### src/rtl/cga_mic_pkg.sv
// Shared definitions for the microcode return stack.
// Operation codes and per-row select codes.
package cga_mic_pkg;

   localparam logic [1:0] OP_HOLD    = 2'b00;
   localparam logic [1:0] OP_PUSH    = 2'b01;
   localparam logic [1:0] OP_POP     = 2'b10;
   localparam logic [1:0] OP_REPLACE = 2'b11;

   typedef enum logic [1:0] {
      SEL_HOLD  = 2'b00,
      SEL_ABOVE = 2'b01,
      SEL_BELOW = 2'b10,
      SEL_DIN   = 2'b11
   } sel_t;

endpackage

### src/rtl/cga_mic_stack_entry.sv
// One stack row: keeps its value, shifts from a neighbour,
// or loads new data, with synchronous reset.
module cga_mic_stack_entry
   import cga_mic_pkg::*;
#(
   parameter int WIDTH = 12
) (
   input  logic             clk,
   input  logic             rst,
   input  sel_t             sel,
   input  logic [WIDTH-1:0] din,
   input  logic [WIDTH-1:0] above,
   input  logic [WIDTH-1:0] below,
   output logic [WIDTH-1:0] q
);

   // Row register with select-driven next value.
   always_ff @(posedge clk) begin
      if (rst) begin
         q <= '0;
      end else begin
         unique case (sel)
            SEL_HOLD:  q <= q;
            SEL_ABOVE: q <= above;
            SEL_BELOW: q <= below;
            SEL_DIN:   q <= din;
         endcase
      end
   end

endmodule

### src/rtl/cga_mic_return_stack.sv
// Microcode return-address stack with shifting rows,
// saturating depth counter and sticky overflow/underflow flags.
module cga_mic_return_stack
   import cga_mic_pkg::*;
#(
   parameter int WIDTH = 12,
   parameter int DEPTH = 4
) (
   input  logic                       CLK,
   input  logic                       RST,
   input  logic [1:0]                 OP,
   input  logic [WIDTH-1:0]           DIN,
   input  logic                       CLR_ERR,
   output logic [WIDTH-1:0]           TOS,
   output logic [WIDTH-1:0]           NOS,
   output logic [$clog2(DEPTH+1)-1:0] COUNT,
   output logic                       EMPTY,
   output logic                       FULL,
   output logic                       OVF,
   output logic                       UNF
);

   localparam int CW = $clog2(DEPTH+1);

   logic [WIDTH-1:0] e [DEPTH];
   sel_t             sel [DEPTH];
   logic             ovf_set;
   logic             unf_set;

   assign TOS   = e[0];
   assign NOS   = e[1];
   assign EMPTY = (COUNT == '0);
   assign FULL  = (COUNT == CW'(DEPTH));

   assign ovf_set = (OP == OP_PUSH) && FULL;
   assign unf_set = (OP == OP_POP) && EMPTY;

   // Per-row select; the bottom row recirculates on pop.
   always_comb begin
      for (int i = 0; i < DEPTH; i++) begin
         sel[i] = SEL_HOLD;
         unique case (OP)
            OP_HOLD:    sel[i] = SEL_HOLD;
            OP_PUSH:    sel[i] = (i == 0) ? SEL_DIN : SEL_ABOVE;
            OP_POP:     sel[i] = (i == DEPTH-1) ? SEL_HOLD : SEL_BELOW;
            OP_REPLACE: sel[i] = (i == 0) ? SEL_DIN : SEL_HOLD;
         endcase
      end
   end

   for (genvar g = 0; g < DEPTH; g++) begin : g_row
      logic [WIDTH-1:0] above;
      logic [WIDTH-1:0] below;

      if (g == 0) begin : g_top
         assign above = DIN;
      end else begin : g_mid
         assign above = e[g-1];
      end

      if (g == DEPTH-1) begin : g_bot
         assign below = e[g];
      end else begin : g_up
         assign below = e[g+1];
      end

      cga_mic_stack_entry #(
         .WIDTH (WIDTH)
      ) u_entry (
         .clk   (CLK),
         .rst   (RST),
         .sel   (sel[g]),
         .din   (DIN),
         .above (above),
         .below (below),
         .q     (e[g])
      );
   end

   // Depth counter and sticky flags; a new error beats a clear.
   always_ff @(posedge CLK) begin
      if (RST) begin
         COUNT <= '0;
         OVF   <= 1'b0;
         UNF   <= 1'b0;
      end else begin
         OVF <= (OVF & ~CLR_ERR) | ovf_set;
         UNF <= (UNF & ~CLR_ERR) | unf_set;
         if (OP == OP_PUSH && !FULL) begin
            COUNT <= COUNT + CW'(1);
         end else if (OP == OP_POP && !EMPTY) begin
            COUNT <= COUNT - CW'(1);
         end
      end
   end

endmodule

### config.mk
export PLATFORM = sky130hd
export DESIGN_NAME = cga_mic_return_stack
export DESIGN_NICKNAME = d
export VERILOG_FILES = /design/src/rtl/cga_mic_pkg.sv /design/src/rtl/cga_mic_stack_entry.sv /design/src/rtl/cga_mic_return_stack.sv
export SDC_FILE = /design/constraint.sdc
export NUM_CORES = 1
export LEC_CHECK = 0
export ABC_AREA = 1
export BUFFER_PORTS_ARGS = -buffer_cell sky130_fd_sc_hd__buf_2
export CAP_MARGIN = 40
export CORE_MARGIN = 5
export CORE_UTILIZATION = 40
export DETAILED_ROUTE_END_ITERATION = 10
export PLACE_DENSITY = 0.7
export SETUP_SLACK_MARGIN = 0.02
export SLEW_MARGIN = 20
export SYNTH_ARGS = -nofsm -noshare
export SYNTH_HDL_FRONTEND = slang
export SYNTH_SLANG_ARGS = --single-unit
export TNS_END_PERCENT = 50
### constraint.sdc
create_clock -name CLK -period 1.7 [get_ports CLK]
set_input_delay 0.085 -clock CLK [delete_from_list [all_inputs] [get_ports CLK]]
set_output_delay 0.085 -clock CLK [all_outputs]
set_load 0.1 [all_outputs]
### Yosys cells after proc, flatten, opt, wreduce, memory -nomap -nowiden

Cells that the tools add are included.
W data, S select, Z words.

* word-level logic and storage cells: 53
* output and inout bits: 31
* bits in registers: 53
* bits of input ports: 17

* add/sub/neg operators: 2
* reduce and logical (&&, ||, !) cells: 17
* equal/unequal tests: 13
* multiplexer cells: 9
* bitwise gates (word level): 5

Operator list (count)
* $pmux W12 S3: 2
* $pmux W12 S2: 2
* $eq A2 B2 Y1 const B: 8
* $pmux W2 S3: 2
* $eq A2 B1 Y1 const B: 4
* $logic_not A2 Y1: 4
* $reduce_or A2 Y1: 4
* $mux W3: 2
* $logic_and A1 B1 Y1: 4
* $pmux W2 S2: 1
* $add A3 B1 Y3 const B: 1
* $eq A3 B3 Y1 const B: 1
* $logic_not A3 Y1: 1
* $reduce_or A3 Y1: 1
* $sub A3 B1 Y3 const B: 1
* $and A1 B1 Y1: 2
* $logic_not A1 Y1: 2
* $or A1 B1 Y1: 2
* $reduce_bool A2 Y1: 1
* $not A1 Y1: 1

### Logic depth before layout (Yosys ltp)

* depth in word-level cells: 6
* gate-level depth with buffers: 10
* mapped depth without buffers: 10

### By module

Synthesis repeated with hierarchy kept, for this count alone.

* cell total of the unflattened synthesis: 528
* area, all modules: 3345.7 um^2

Modules (own cells, without submodules)
* cga_mic_stack_entry: instances 4, cells an instance 121, sequential area each 240.2 um^2, area an instance 759.5 um^2
* cga_mic_return_stack: instances 1, cells an instance 44, sequential area each 100.1 um^2, area an instance 307.8 um^2

### Worst setup path after synthesis

Ideal clock, no wire load.

* path kind: reg2reg
* from: register COUNT[0]
* to: register COUNT[2]
* buffers on the path: 0
* clock period less this slack: 2250 ps
* cell stages (with the launch flop): 11
* arrival time: 2131 ps
* setup slack: -550 ps
* required time: 1581 ps
* setup time: 119 ps
* path through: dfxtp_1 > nor2_1 > nand2_1 > nand2_2 > fa_1 > inv_1 > nand3_1 > nand2_1 > nand3_1 > nand2_1 > nor2_1

* cells in the longest elaborated chain, start to end: 4

RTL lines
* from (decl): RTL line cga_mic_return_stack.sv:16 `output logic [$clog2(DEPTH+1)-1:0] COUNT,`
* from (signal assigned): RTL line cga_mic_return_stack.sv:90 `COUNT <= COUNT + CW'(1);`
* from (signal assigned): RTL line cga_mic_return_stack.sv:92 `COUNT <= COUNT - CW'(1);`
* branches (longest 4 deep; another with $sub A3 B1 Y3)

Parallel ways; which one is timed is not known. The select of a mux whose other input is x is not followed.
A chain may end at the register's enable or synchronous reset.

### Final worst setup path

* from: register COUNT[0]
* to: output FULL

* cells in the longest elaborated chain, start to end: 1

RTL lines
* $eq A3 B3 Y1: RTL line cga_mic_return_stack.sv:33 `assign FULL = (COUNT == CW'(DEPTH));`
* to (decl): RTL line cga_mic_return_stack.sv:18 `output logic FULL,`

No other way between the ends.

==> summary.md <==
| Metric | Value |
|---|---|
| Status | `completed` |
| Syn_nets | `~380` |
| Slew @ Worst Pin | `roughly 0.54 ns` |
| Clk Latency, worst-skew pair | `between 0.3 and 0.4 ns` |
| CP max stage delay | `0.41 ns` |
| Final Wtd Congestion | `0.756` |
| Worst r2r dst | `COUNT[2]` |
| Sw Pwr | `1380 µW` |
| Top Family by Delay on Critical Path | `buffers and inverters` |
| Initial DRC Count | `109` |
| Fin worst setup slack | `~0.15 ns` |
| Grt ovf | `0` |
| Die height | `95.0 µm` |
| Crit end category | `output port` |
| Crit path DAT | `1.47 ns` |
| CTS sink cnt | `53` |
| Synth cell types | `21` |
| Nets@finish | `418` |
| Diodes inserted | `0` |
| RSZ-0062 raised after global routing | `false` |
| Power Density | `around 1000 nW/µm²` |
| CTS tree | `yes` |
| Drt pass-1 iters | `6` |
| Post-CTS Setup Bufs | `0` |
| Maxcap violations | `0` |
| Required @ worst endpoint | `1.62 ns` |
| Tot GR Track Use | `between 15 and 20%` |
| Slowest cell on crit path | `buf_2` |
| Flop pwr share | `between 40% and 50%` |
| Final Instance Area | `3290 µm²` |
| DP Area | `3210 µm²` |
| Pre-CTS worst setup slack | `0.134 ns` |
| Vias | `2379` |
| DP HPWL | `4290 µm` |
| Longest Clk Path Bufs | `2` |
| Leak Pwr | `about 0.0016 µW` |
| Die Span X | `95.0 µm` |
| Starting Density | `40.4%` |
| Total wire length | `6300 µm` |
| Total power | `approximately 3300 µW` |
| Fin crit period | `1.55 ns` |
| WP buf/inv | `2` |
| Tcrit/Tclk final | `~91%` |
| FF-to-FF Start | `COUNT[0]` |
| First-pass GRT wire length | `10800 µm` |
| Core Region | `7140 µm²` |
| Buffers added on ports | `between 40 and 50` |
| Hold path start | `CLR_ERR` |
| Reg2reg setup slack | `~0.17 ns` |
| Final Skew | `about 0.0056 ns` |
| Max frequency | `about 640 MHz` |
| Worst hold stages | `4` |
| Cells taking the most area after synthesis | `dfxtp_1 (37%), a211oi_2 (9.5%), o21ai_0 (9.0%), inv_1 (7.3%), nor2_8 (6.9%)` |
| CTS HTree Levels | `2` |
| Number of global-route vias before repair | `between 2000 and 2500` |
| Avg Vias per Cell | `4.81` |
| Syn Inst Count | `356` |
| Max_slew headroom | `around 64%` |
| Drt drc | `0` |
| Gate power share | `34.9%` |
| Worst Hold Class | `primary input to register` |
| Synth Flop Type | `dfxtp_1` |
| EDFF count, synth | `0` |
| Kind of critical path | `register to output port` |
| Root Buffer | `clkbuf_8` |
| Yosys reg bits | `53` |
| Netlist Area Pre-Place | `2890 µm²` |
| Die ar. | `around 9000 µm²` |
| Crit-path cells | `nor2_1 -> nand2_2 -> clkinvlp_4 -> buf_2` |
| Area leader, netlist | `dfxtp_1` |
| Clk network pwr share | `21.2%` |
| Final setup vio count | `0` |
| Post-synthesis async set-or-reset flop share | `0%` |
| Rows | `31` |
| Sequential area share after synthesis | `36.8%` |
| Worst-path fanout max | `5` |
| Largest net degree at the start of global routing | `49` |
| Clock transition at path regs | `0.09 ns` |
| Internal | `around 1900 µW` |
| Worst R2R Path Depth | `10` |
| Synth-to-layout area growth | `14.1%` |
| Yosys warnings | `0` |
| Max VDD drop | `485 µV` |
| Share of cells above drive strength 1 | `30.8%` |
| CTS Buf Count | `5` |
| Hold path endpoint | `UNF` |
| Antenna violations before repair | `0` |
| IO Pins | `48` |
| Top-area cell type share of the netlist area | `a little under two fifths` |
| Count of final hold-check violations | `0` |
| Syn Area/Cell | `8.11 µm²` |
| DR WL/cell | `12.7 µm` |
| Post-route ant nets | `0` |
| Net Sw Frac | `42.1%` |
| Slew Limit Fails | `0` |
| CP Launch Type | `register` |
[kinds of logic (layout without fill, tap and decap cells)]
group | Yosys count | in the layout | synth area share, %
AO/OA/AOI/OAI | 127 | 127 | 30.5
flip-flops | 53 | 53 | 36.8
buffers and inverters | 80 | 120 | 12.2
AND/OR/NAND/NOR | 90 | 90 | 17.6
adder cells (fa/ha/maj) | 6 | 6 | 2.86
[power by group through the flow]
stage                     logic (µW)  clock network (µW)  registers, µW
final                           1150                 698           1440
after detailed placement        1150                   0           1470
after CTS                       1150                 722           1440
after global placement          1130                   0           1460
after global routing            1230                 776           1460
after floorplan                  509                   0           1920
[registers in the layout, indices dropped and copies added (netlist names)]
| name | cells |
|---|---|
| COUNT | 3 |
| g_row.u_entry.q | 48 |
| UNF | 1 |
| OVF | 1 |
[worst max-delay path by stage]
stage	start	end	slack, ns	depth (start not counted)
5_1_grt	COUNT[0]	EMPTY	0.02	4
2_1_floorplan	COUNT[0]	COUNT[2]	-0.01	10
3_3_place_gp	COUNT[0]	COUNT[2]	0.21	8
3_5_place_dp	COUNT[0]	COUNT[2]	0.13	10
6_report	COUNT[0]	FULL	0.15	4
4_1_cts	COUNT[0]	COUNT[2]	0.12	10
[cells in the final DEF, fill, tap and decap left out]
cell	synthesis	final
dfxtp_1	53	50
a211oi_2	22	22
clkinvlp_4	0	1
nor2_1	53	53
clkbuf_8	0	5
nand2_1	22	21
buf_2	11	47
o21ai_1	10	10
a21oi_1	21	21
nor2_8	10	10
a21oi_2	20	20
nand2_2	2	3
clkbuf_1	7	3
fa_1	1	1
ha_1	5	3
buf_4	2	6
buf_12	1	2
inv_2	1	1
o21ai_0	52	52
ha_2	0	2
nand3_1	3	3
inv_1	56	55
a211oi_1	2	2
dfxtp_4	0	3
[cell type report]
| cell class | instances | area (µm²) |
|---|---|---|
| flip-flops and latches | 53 | 1070 |
| well taps | 99 | 124 |
| clock buffers | 8 | 80.1 |
| repair buffers | 55 | 320 |
| fillers | 713 | 3840 |
| inverters | 57 | 218 |
| multi-input cells | 223 | 1480 |
[through the flow]
step	std cells	setup TNS [ns]	hold slack (ns)	util, %
6_report	495	0	0.0277	46.2
5_1_grt	495	0	0.0405	46.2
4_1_cts	495	0	0.0243	46.1
3_5_place_dp	487	0	0.357	45.0
3_3_place_gp	487	0	0.351	45.0
2_1_floorplan	356	-0.0124	0.241	-
[layer usage]
metal	track usage (%)	part of all wire, %	vias up
met1	19.4	46	1077
met2	25.2	47	54
met4	5.29	1.8	0
met5	0	0	-
met3	2.95	5.1	12
li1	-	-	1236
[timing repair]
action                                  in CTS  in global routing
resized for setup                            0                  1
hold buffers                                 0                  0
endpoints found under the setup margin       0                  1
[synth_stat cells, types with 2 or more instances]
cell type / instances
nor2_8: 10
nand3_1: 3
a21oi_2: 20
o21ai_0: 52
dfxtp_1: 53
buf_2: 11
a21oi_1: 21
buf_6: 2
clkbuf_1: 7
nand2_1: 22
nand2_2: 2
o21ai_1: 10
nor2_1: 53
inv_1: 56
buf_4: 2
a211oi_2: 22
ha_1: 5
a211oi_1: 2
[worst register-to-register path: cells and delay by family, from the launching register on]
kind	cells	cell delay (ns)
and+or+nand+nor	8	0.60
DFF	1	0.38
adders and majority gates	1	0.37
buffers and inverters	1	0.08
No activity file was read; power rests on OpenSTA's default activity.
